[config.mk]
export PLATFORM = sky130hd
export DESIGN_NAME = vga_timing_gen_p_flat
export DESIGN_NICKNAME = d
export VERILOG_FILES = /design/src/rtl/vga_timing_gen_p_if.sv /design/src/rtl/vga_timing_gen_p.sv /design/src/flat_wrapper.sv
export SDC_FILE = /design/constraint.sdc
export NUM_CORES = 1
export LEC_CHECK = 0
export CAP_MARGIN = 15
export CORE_UTILIZATION = 42
export DETAILED_ROUTE_END_ITERATION = 12
export PLACE_DENSITY = 0.76
export SETUP_SLACK_MARGIN = 0.1
export SLEW_MARGIN = 20
export SYNTH_ARGS = -nofsm -noshare
export SYNTH_HDL_FRONTEND = slang
export SYNTH_SLANG_ARGS = --single-unit
[constraint.sdc]
create_clock -name CLOCK_50 -period 1.85 [get_ports CLOCK_50]
set_input_delay 0.4625 -clock CLOCK_50 [delete_from_list [all_inputs] [get_ports CLOCK_50]]
set_output_delay 0.4625 -clock CLOCK_50 [all_outputs]
set_load 0.03 [all_outputs]
[src/rtl/vga_timing_gen_p_if.sv]
// vga_timing_gen_p_if: pixel-source handshake (request + coordinate out, colour back)
interface vga_timing_gen_p_if #(parameter int CNT_W = 11);
  logic px_req;
  logic [CNT_W-1:0] px_x;
  logic [CNT_W-1:0] px_y;
  logic [23:0] px_rgb;
  modport master(output px_req, px_x, px_y, input px_rgb);
  modport slave(input px_req, px_x, px_y, output px_rgb);
endinterface

[src/rtl/vga_timing_gen_p.sv]
// vga_timing_gen_p: parametrised VGA timing with 2-stage pixel pipeline (counters -> pins).
// Define VGA_PATTERN_EN to replace px_rgb with internal 8-bar colour pattern.
module vga_timing_gen_p #(
  parameter int H_ACTIVE = 640,
  parameter int H_FP = 16,
  parameter int H_SYNC = 96,
  parameter int H_BP = 48,
  parameter int V_ACTIVE = 480,
  parameter int V_FP = 10,
  parameter int V_SYNC = 2,
  parameter int V_BP = 33,
  parameter int CLK_DIV = 2,
  parameter bit HS_POL = 1'b0,
  parameter bit VS_POL = 1'b0,
  parameter int CNT_W = 11,
  parameter int FRAME_W = 16
) (
  input  logic CLOCK_50,
  input  logic reset_n,
  input  logic enable,
  vga_timing_gen_p_if.master px,
  output logic [7:0] VGA_R,
  output logic [7:0] VGA_G,
  output logic [7:0] VGA_B,
  output logic VGA_HS,
  output logic VGA_VS,
  output logic VGA_BLANK_N,
  output logic VGA_SYNC_N,
  output logic VGA_CLK,
  output logic frame_start,
  output logic [FRAME_W-1:0] frame_cnt
);
  localparam int H_TOTAL = H_ACTIVE + H_FP + H_SYNC + H_BP;
  localparam int V_TOTAL = V_ACTIVE + V_FP + V_SYNC + V_BP;
  localparam int DIV_W = $clog2(CLK_DIV);
  localparam logic [DIV_W-1:0] DIV_LAST = DIV_W'(CLK_DIV - 1);
  localparam logic [DIV_W-1:0] DIV_HALF = DIV_W'(CLK_DIV / 2);

  if (H_TOTAL - 1 >= 2 ** CNT_W || V_TOTAL - 1 >= 2 ** CNT_W) begin : g_cnt_w_chk
    $error("CNT_W too narrow for H_TOTAL/V_TOTAL");
  end
  if (CLK_DIV < 2 || CLK_DIV % 2 != 0) begin : g_div_chk
    $error("CLK_DIV must be even and >= 2");
  end

  logic [DIV_W-1:0] div_cnt;
  logic [CNT_W-1:0] h, v;
  logic pix_tick, h_end, v_end, act, hs_a, vs_a;
  logic [23:0] rgb;

  assign pix_tick = enable && div_cnt == DIV_LAST;
  assign h_end = h == CNT_W'(H_TOTAL - 1);
  assign v_end = v == CNT_W'(V_TOTAL - 1);
  assign act = int'(h) < H_ACTIVE && int'(v) < V_ACTIVE;
  assign hs_a = int'(h) >= H_ACTIVE + H_FP && int'(h) < H_ACTIVE + H_FP + H_SYNC;
  assign vs_a = int'(v) >= V_ACTIVE + V_FP && int'(v) < V_ACTIVE + V_FP + V_SYNC;

  assign px.px_req = pix_tick && act;
  assign px.px_x = h;
  assign px.px_y = v;
  assign VGA_CLK = div_cnt >= DIV_HALF;
  assign VGA_SYNC_N = 1'b0;

`ifdef VGA_PATTERN_EN
  logic [2:0] bar;
  // bar index counts bar boundaries passed; the last bar absorbs the remainder
  always_comb begin
    bar = 3'd0;
    for (int i = 1; i < 8; i++) bar = int'(h) >= i * (H_ACTIVE / 8) ? 3'(i) : bar;
    rgb = {{8{~bar[1]}}, {8{~bar[2]}}, {8{~bar[0]}}};
  end
`else
  assign rgb = px.px_rgb;
`endif

  always_ff @(posedge CLOCK_50 or negedge reset_n) begin
    if (!reset_n) begin
      div_cnt <= '0;
      h <= '0;
      v <= '0;
      frame_cnt <= '0;
      frame_start <= 1'b0;
      VGA_HS <= !HS_POL;
      VGA_VS <= !VS_POL;
      VGA_BLANK_N <= 1'b0;
      {VGA_R, VGA_G, VGA_B} <= '0;
    end else if (!enable) begin
      div_cnt <= '0;
      h <= '0;
      v <= '0;
      frame_start <= 1'b0;
      VGA_HS <= !HS_POL;
      VGA_VS <= !VS_POL;
      VGA_BLANK_N <= 1'b0;
      {VGA_R, VGA_G, VGA_B} <= '0;
    end else begin
      div_cnt <= pix_tick ? '0 : div_cnt + 1'b1;
      frame_start <= pix_tick && h_end && v_end;
      if (pix_tick) begin
        h <= h_end ? '0 : h + 1'b1;
        v <= h_end ? (v_end ? '0 : v + 1'b1) : v;
        frame_cnt <= h_end && v_end ? frame_cnt + 1'b1 : frame_cnt;
        VGA_HS <= hs_a ? HS_POL : !HS_POL;
        VGA_VS <= vs_a ? VS_POL : !VS_POL;
        VGA_BLANK_N <= act;
        {VGA_R, VGA_G, VGA_B} <= act ? rgb : '0;
      end
    end
  end
endmodule
[src/flat_wrapper.sv]
// flat-port wrapper written by rule: the top's interface ports become plain ports
module vga_timing_gen_p_flat 
#(
  parameter int H_ACTIVE = 640,
  parameter int H_FP = 16,
  parameter int H_SYNC = 96,
  parameter int H_BP = 48,
  parameter int V_ACTIVE = 480,
  parameter int V_FP = 10,
  parameter int V_SYNC = 2,
  parameter int V_BP = 33,
  parameter int CLK_DIV = 2,
  parameter bit HS_POL = 1'b0,
  parameter bit VS_POL = 1'b0,
  parameter int CNT_W = 11,
  parameter int FRAME_W = 16
)
  (CLOCK_50, reset_n, enable, VGA_R, VGA_G, VGA_B, VGA_HS, VGA_VS, VGA_BLANK_N, VGA_SYNC_N, VGA_CLK, frame_start, frame_cnt, px_px_req, px_px_x, px_px_y, px_px_rgb);
  vga_timing_gen_p_if #(.CNT_W(CNT_W)) px_i ();
  input  logic CLOCK_50;
  input  logic reset_n;
  input  logic enable;
  output logic [7:0] VGA_R;
  output logic [7:0] VGA_G;
  output logic [7:0] VGA_B;
  output logic VGA_HS;
  output logic VGA_VS;
  output logic VGA_BLANK_N;
  output logic VGA_SYNC_N;
  output logic VGA_CLK;
  output logic frame_start;
  output logic [FRAME_W-1:0] frame_cnt;
  output wire logic [$bits(px_i.px_req)-1:0] px_px_req;
  output wire logic [$bits(px_i.px_x)-1:0] px_px_x;
  output wire logic [$bits(px_i.px_y)-1:0] px_px_y;
  input wire logic [$bits(px_i.px_rgb)-1:0] px_px_rgb;
  assign px_px_req = px_i.px_req;
  assign px_px_x = px_i.px_x;
  assign px_px_y = px_i.px_y;
  assign px_i.px_rgb = px_px_rgb;
  vga_timing_gen_p #(.H_ACTIVE(H_ACTIVE), .H_FP(H_FP), .H_SYNC(H_SYNC), .H_BP(H_BP), .V_ACTIVE(V_ACTIVE), .V_FP(V_FP), .V_SYNC(V_SYNC), .V_BP(V_BP), .CLK_DIV(CLK_DIV), .HS_POL(HS_POL), .VS_POL(VS_POL), .CNT_W(CNT_W), .FRAME_W(FRAME_W)) u_core (.CLOCK_50(CLOCK_50), .reset_n(reset_n), .enable(enable), .px(px_i), .VGA_R(VGA_R), .VGA_G(VGA_G), .VGA_B(VGA_B), .VGA_HS(VGA_HS), .VGA_VS(VGA_VS), .VGA_BLANK_N(VGA_BLANK_N), .VGA_SYNC_N(VGA_SYNC_N), .VGA_CLK(VGA_CLK), .frame_start(frame_start), .frame_cnt(frame_cnt));
endmodule
==> results of run 1 <==
## cells by family after synthesis
family,after synthesis
XOR/XNOR,22
multiplexers,1
buffers and inverters,23
adder cells (fa/ha/maj),4
AND/OR/NAND/NOR,112
other,1
AO/OA/AOI/OAI,55
flip-flops,67
## state kept, by name (all words and copies together) (netlist names)
signal              cells
u_core.VGA_R            8
u_core.VGA_HS           1
u_core.px.px_y         11
u_core.VGA_B            8
u_core.VGA_VS           1
u_core.px.px_x         11
u_core.VGA_BLANK_N      1
u_core.frame_cnt       16
u_core.div_cnt          1
u_core.frame_start      1
u_core.VGA_G            8
## power breakdown
part / switching, W / internal (W)
sequential: 0.0000230 / 0.00150
combinational: 0.000198 / 0.000153
clock: 0.000575 / 0.000761
total: 0.000796 / 0.00242
## synthesized netlist by cell type, types with 3 or more instances
library cell  count
dfrtp_1          65
a22o_1           24
xor2_1           17
nor2_1           15
nor3_1           14
nor4_1           14
nand2_1          13
nand4_1          12
nand3_1          11
inv_1             9
o21ai_0           9
a21oi_1           8
clkbuf_1          7
and3_1            5
or4_1             5
xnor2_1           5
a32o_1            4
buf_2             4
ha_1              4
nor2b_1           3
or2_2             3
## layer usage
| metal | up-vias | wire length, um |
|---|---|---|
| met5 | - | 0 |
| met4 | 0 | 133 |
| met3 | 17 | 452 |
| met2 | 90 | 4520 |
| met1 | 1462 | 3660 |
| li1 | 1349 | - |
## cell usage in the layout (no fill, tap or decap), types with 9 or more instances in the layout
master,count
clkbuf_8,9
dlygate4sd2_1,54
nor4_4,12
dfrtp_2,13
clkdlybuf4s50_1,24
nor3_1,10
dfrtp_1,52
nand2_1,13
buf_4,43
xor2_1,17
nand3_1,9
nor2_1,13
a22o_1,24
nand4_1,12
## worst max-delay path, stage by stage (launching register included)
cell and delay [ns]:
dfrtp_2 0.43, nor4_4 0.29, and4b_2 0.30, buf_6 0.14
## metrics by stage
stage | total power, W | std cells | TNS [ns] | cell area (sq um)
finish | 0.00321 | 530 | -0.205 | 5030
global route | 0.00332 | 530 | -0.466 | 5030
CTS | 0.00325 | 520 | -0.150 | 4730
detailed placement | 0.00192 | 496 | -11.48 | 4500
global placement | 0.00192 | 496 | -10.53 | 4500
floorplan | 0.00171 | 285 | 0 | 3230
## path summary, 6_finish.rpt
path,depth (start not counted),startpoint,endpoint
worst min register to register,1,u_core.frame_cnt[15],u_core.frame_cnt[15]
worst max register to register,7,u_core.px.px_y[9],u_core.px.px_y[6]
worst max-delay path,3,u_core.px.px_y[9],px_px_req
min in group CLOCK_50,1,u_core.frame_cnt[15],u_core.frame_cnt[15]
max in group asynchronous,2,reset_n,u_core.px.px_x[4]
worst min-delay path,1,reset_n,u_core.VGA_B[3]
## final cells by class
| class | count | area share, % |
|---|---|---|
| sequential | 67 | 33.7 |
| inverter | 9 | 0.672 |
| tap | 96 | 2.39 |
| multi-input combinational | 195 | 33.0 |
| clock inverter | 6 | 1.79 |
| clock buffer | 10 | 2.54 |
| timing repair buffer | 147 | 25.9 |
## repair_timing
action / 4_1_cts / 5_1_grt
buffers inserted: 8 / 10
resized for setup: 84 / 63
pin swaps: 6 / 32
setup endpoints to repair: 106 / 36
==> flow_summary_export.csv, run 1 <==
group,metric,value,unit
status,status,"finished, violations left",
status,violations,"negative setup slack",
placed_design,dp_worst_setup_slack,-0.377,ns
grt,grt_pass1_wl,13100,um
route,routed_wl,8770,um
worst_hold_path,hold_path.class,"input port to async pin",
flow_run,drv_cap,0,
placed_design,gp_congestion,0.865,
worst_setup_path,r2r_slack,-0.04,ns
die,die-height,88.0,um
logic_synthesis,syn_avg_cell_area,10.9,sq um
logic_synthesis,synth_top_cell_by_area,"dfrtp_1",
route,first_pass_iters,4,
logic_synthesis,ys.flop_type,"dfrtp_1",
sta,worst_slack,-0.129,ns
sta,finalCriticalPeriod,1.98,ns
grt,grt_remaining_overflow,0,
finish,drive_above_1_share,33.4,%
logic_synthesis,syn_inst,285,
grt,met3_usage,5.66,%
logic_synthesis,yosys-top-cells-area,"dfrtp_1 (52%), a22o_1 (6.8%), xor2_1 (4.8%), nor4_1 (2.8%), nand4_1 (2.4%)",
grt,grt_usage,22.2,%
die,start_util,44.5,%
clock_tree,clk_pin_slew,0.08,ns
sta,drv_slew,0,
logic_synthesis,synth_edf_count,0,
logic_synthesis,yosysUniqueCellTypes,47,
sta,worst_clock_skew,0.00883,ns
pwr,p_per_area,638,mW/mm^2
logic_synthesis,ys_seq_area_share,54.0,%
sta,slew-limit-headroom,64.7,%
logic_synthesis,synth_top_area_share,52.4,%
clock_tree,worstSkewPairLatency,0.35,ns
logic_synthesis,synth_top_family_by_area,"simple AND/OR/NAND/NOR gates",
die,ioPinCount,96,
sta,min_period_over_period,107,%
sta,grt_setup_unrepaired,"yes",
placed_design,port_buffers,94,
logic_synthesis,yosysWarnings,0,
logic_synthesis,syn_nets,316,
die,die_area,0.00774,sq mm
grt,grt_antenna_before_repair,0,
sta,whs,0.0801,ns
sta,hold_viol,0,
grt,grt.met1_usage,28.7,%
pwr,leakage,2.53,nW
logic_synthesis,synth_fa_ha_area_share,1.61,%
route,detail_route.wl_per_cell,16.5,um
worst_setup_path,worstSetupPathType,"flop to output pin",
clock_tree,clk_path_buf_depth,2,
grt,grt_pass1_vias,2711,
logic_synthesis,synthMuxAreaShare,0.362,%
finish,n_fill_cell,541,
finish,areaGrowthSynthToFinish,61.9,%
finish,n_antenna_cell,0,
clock_tree,cts_root_buf,"clkbuf_8",
logic_synthesis,synth_compound_area_share,13.3,%
logic_synthesis,synth-async-reset-ratio,100,%
clock_tree,h-tree-depth,3,
sta,fmax,505,MHz
pwr,ir_drop,0.556,mV
finish,final_util,72.0,%
grt,grt_util_met2,36.2,%
route,drt_iter0_drc,173,
die,die_x,88.0,um
finish,seq_area,0.00170,sq mm
finish,fin_nets,460,
worst_setup_path,startpoint_type,"flop",
grt,grt_max_degree,27,
placed_design,dp_hpwl,5790,um
finish,multi_input_area,0.00166,sq mm
clock_tree,postCtsHoldBufs,0,
clock_tree,cts_buffers,9,
worst_setup_path,critPathArrivalTime,1.52,ns
route,via_count,2918,
route,drc,0,
grt,grt.busiest_layer,"met2",
sta,setup_viol,3,
worst_setup_path,worstSetupEndpointType,"output pin",
logic_synthesis,yosys.area_share.simple,21.0,%
route,routed_via_density,5.51,
logic_synthesis,post_synth_xor_area_fraction,6.20,%
route,ant_nets,0,
worst_setup_path,path_max_fanout,2,
clock_tree,cts.sinks,67,
worst_setup_path,required,1.39,ns
logic_synthesis,ys_ff_latch,67,
die,coreArea,0.00698,sq mm
clock_tree,cts_tree,"built",
sta,tightest_slew,0.529,ns
logic_synthesis,syn_area,0.00311,sq mm
die,rows,30,
(Power assumes the default switching activity.)
==> inputs of run 2 (changes only) <==
- SETUP_SLACK_MARGIN: 0.1 -> 0.3
==> flow_summary_export.csv, run 2 (synthesized netlist as in run 1, its figures left out) <==
group,metric,value,unit
status,status,"finished, violations left",
status,violations,"negative setup slack",
sta,drv_slew,0,
route,drt_iter0_drc,194,
sta,grt_setup_unrepaired,"yes",
worst_setup_path,cp_slowest_cell,"dfrtp_2",
worst_hold_path,hold_path.class,"input port to async pin",
pwr,p_per_area,621,mW/mm^2
die,die_area,0.00774,sq mm
grt,grt_max_degree,68,
worst_setup_path,r2r_cells,8,
worst_setup_path,cp_top_family,"flip-flops",
route,routed_via_density,5.77,
grt,grt_usage,28.0,%
clock_tree,postCtsHoldBufs,0,
sta,min_period_over_period,112,%
clock_tree,cts_buffers,9,
worst_setup_path,reg2reg_from,"u_core.px.px_x[7]",
die,die_x,88.0,um
die,coreArea,0.00698,sq mm
route,drc,0,
pwr,ir_drop,0.418,mV
grt,grt_pass1_wl,16400,um
placed_design,port_buffers,94,
finish,final_common_cell,"buf_6",
finish,largest_reg_flops,16,
sta,worst_clock_skew,0.00963,ns
sta,worst_slack,-0.226,ns
clock_tree,clk_pin_slew,0.07,ns
finish,top_register,"u_core.frame_cnt",
clock_tree,clk_path_buf_depth,2,
placed_design,gp_congestion,0.878,
finish,instances_no_fill,564,
worst_setup_path,worstSetupEndpointType,"output pin",
finish,layout_common_cells,"buf_6 (58), dfrtp_1 (41), buf_4 (34)",
sta,hold_viol,0,
finish,n_antenna_cell,0,
grt,grt_remaining_overflow,0,
worst_setup_path,startpoint,"u_core.px.px_x[8]",
grt,grt_pass1_vias,3139,
worst_setup_path,crit-reg2reg-capture,"u_core.frame_cnt[9]",
worst_setup_path,cpPeakStageDelay,0.43,ns
finish,fin_nets,494,
finish,n_fill_cell,414,
clock_tree,h-tree-depth,3,
worst_setup_path,cp_num_buf_inv,2,
route,via_count,3256,
route,routed_wl,11300,um
route,detail_route.wl_per_cell,20.1,um
route,first_pass_iters,4,
worst_setup_path,startpoint_type,"flop",
clock_tree,cts_root_buf,"clkbuf_8",
worst_setup_path,required,1.39,ns
worst_setup_path,path_cells,"buf_4 -> o21ai_0 -> and4b_2 -> buf_6",
grt,grt_antenna_before_repair,0,
worst_setup_path,path_max_fanout,5,
die,die-height,88.0,um
sta,finalCriticalPeriod,2.08,ns
finish,areaGrowthSynthToFinish,79.7,%
clock_tree,cts_tree,"built",
finish,multi_input_area,0.00180,sq mm
flow_run,drv_cap,0,
worst_setup_path,r2r_slack,-0.11,ns
die,ioPinCount,96,
route,ant_nets,0,
worst_setup_path,worstSetupPathType,"flop to output pin",
placed_design,post-place-cells,494,
sta,setup_viol,17,
clock_tree,cts.sinks,67,
finish,drive_above_1_share,55.6,%
worst_setup_path,critPathArrivalTime,1.61,ns
sta,whs,0.120,ns
pwr,leakage,2.71,nW
clock_tree,worstSkewPairLatency,0.34,ns
finish,seq_area,0.00171,sq mm
sta,fmax,482,MHz
placed_design,dp_hpwl,5900,um
die,start_util,44.5,%
die,rows,30,
-- run 2: cell type report --
class | instances | share of cell area (%)
Clock buffer | 10 | 2.47
Clock inverter | 6 | 1.99
Tap cell | 96 | 2.15
Multi-Input combinational cell | 196 | 32.2
Timing Repair Buffer | 180 | 29.9
Inverter | 9 | 0.695
Sequential cell | 67 | 30.6
-- run 2: how the worst max path moves through the flow --
stage                     endpoint  slack [ns]  depth (start not counted)
2_1_floorplan            px_px_req        0.06                          4
3_3_place_gp             px_px_req       -0.32                          5
3_5_place_dp   u_core.frame_cnt[7]       -0.34                          7
4_1_cts                  px_px_req       -0.12                          3
5_1_grt                  px_px_req       -0.26                          4
6_report                 px_px_req       -0.23                          4
-- run 2: what timing repair did --
action	CTS	global route
setup endpoints to repair	122	113
resized for setup	316	107
setup buffers	37	15
cloned	1	1
pin swaps	51	44
endpoints found under the hold margin	0	0
-- run 2: metrics by stage --
step                      worst slack (ns)  utilization [%]  TNS (ns)  area, sq um  total power [W]
final                               -0.226             80.0    -0.964         5580          0.00347
after global routing                -0.256             80.0     -2.08         5580          0.00357
after CTS                           -0.118             76.6    -0.118         5350          0.00343
after detailed placement            -0.341             64.5    -10.40         4500          0.00192
after global placement              -0.320             64.5     -9.32         4500          0.00192
after floorplan                     0.0649                -         0         3280          0.00171
-- run 2: layer usage --
layer / routed length (um) / global-route usage [%]
met1: 4400 / 36.9
met4: 339 / 13.3
met2: 5800 / 45.2
met5: 0 / 0
met3: 767 / 4.62
-- run 2: where the power goes --
group	internal (W)	switching [W]
Clock	0.000935	0.000600
Combinational	0.000184	0.000225
Sequential	0.00150	0.0000220
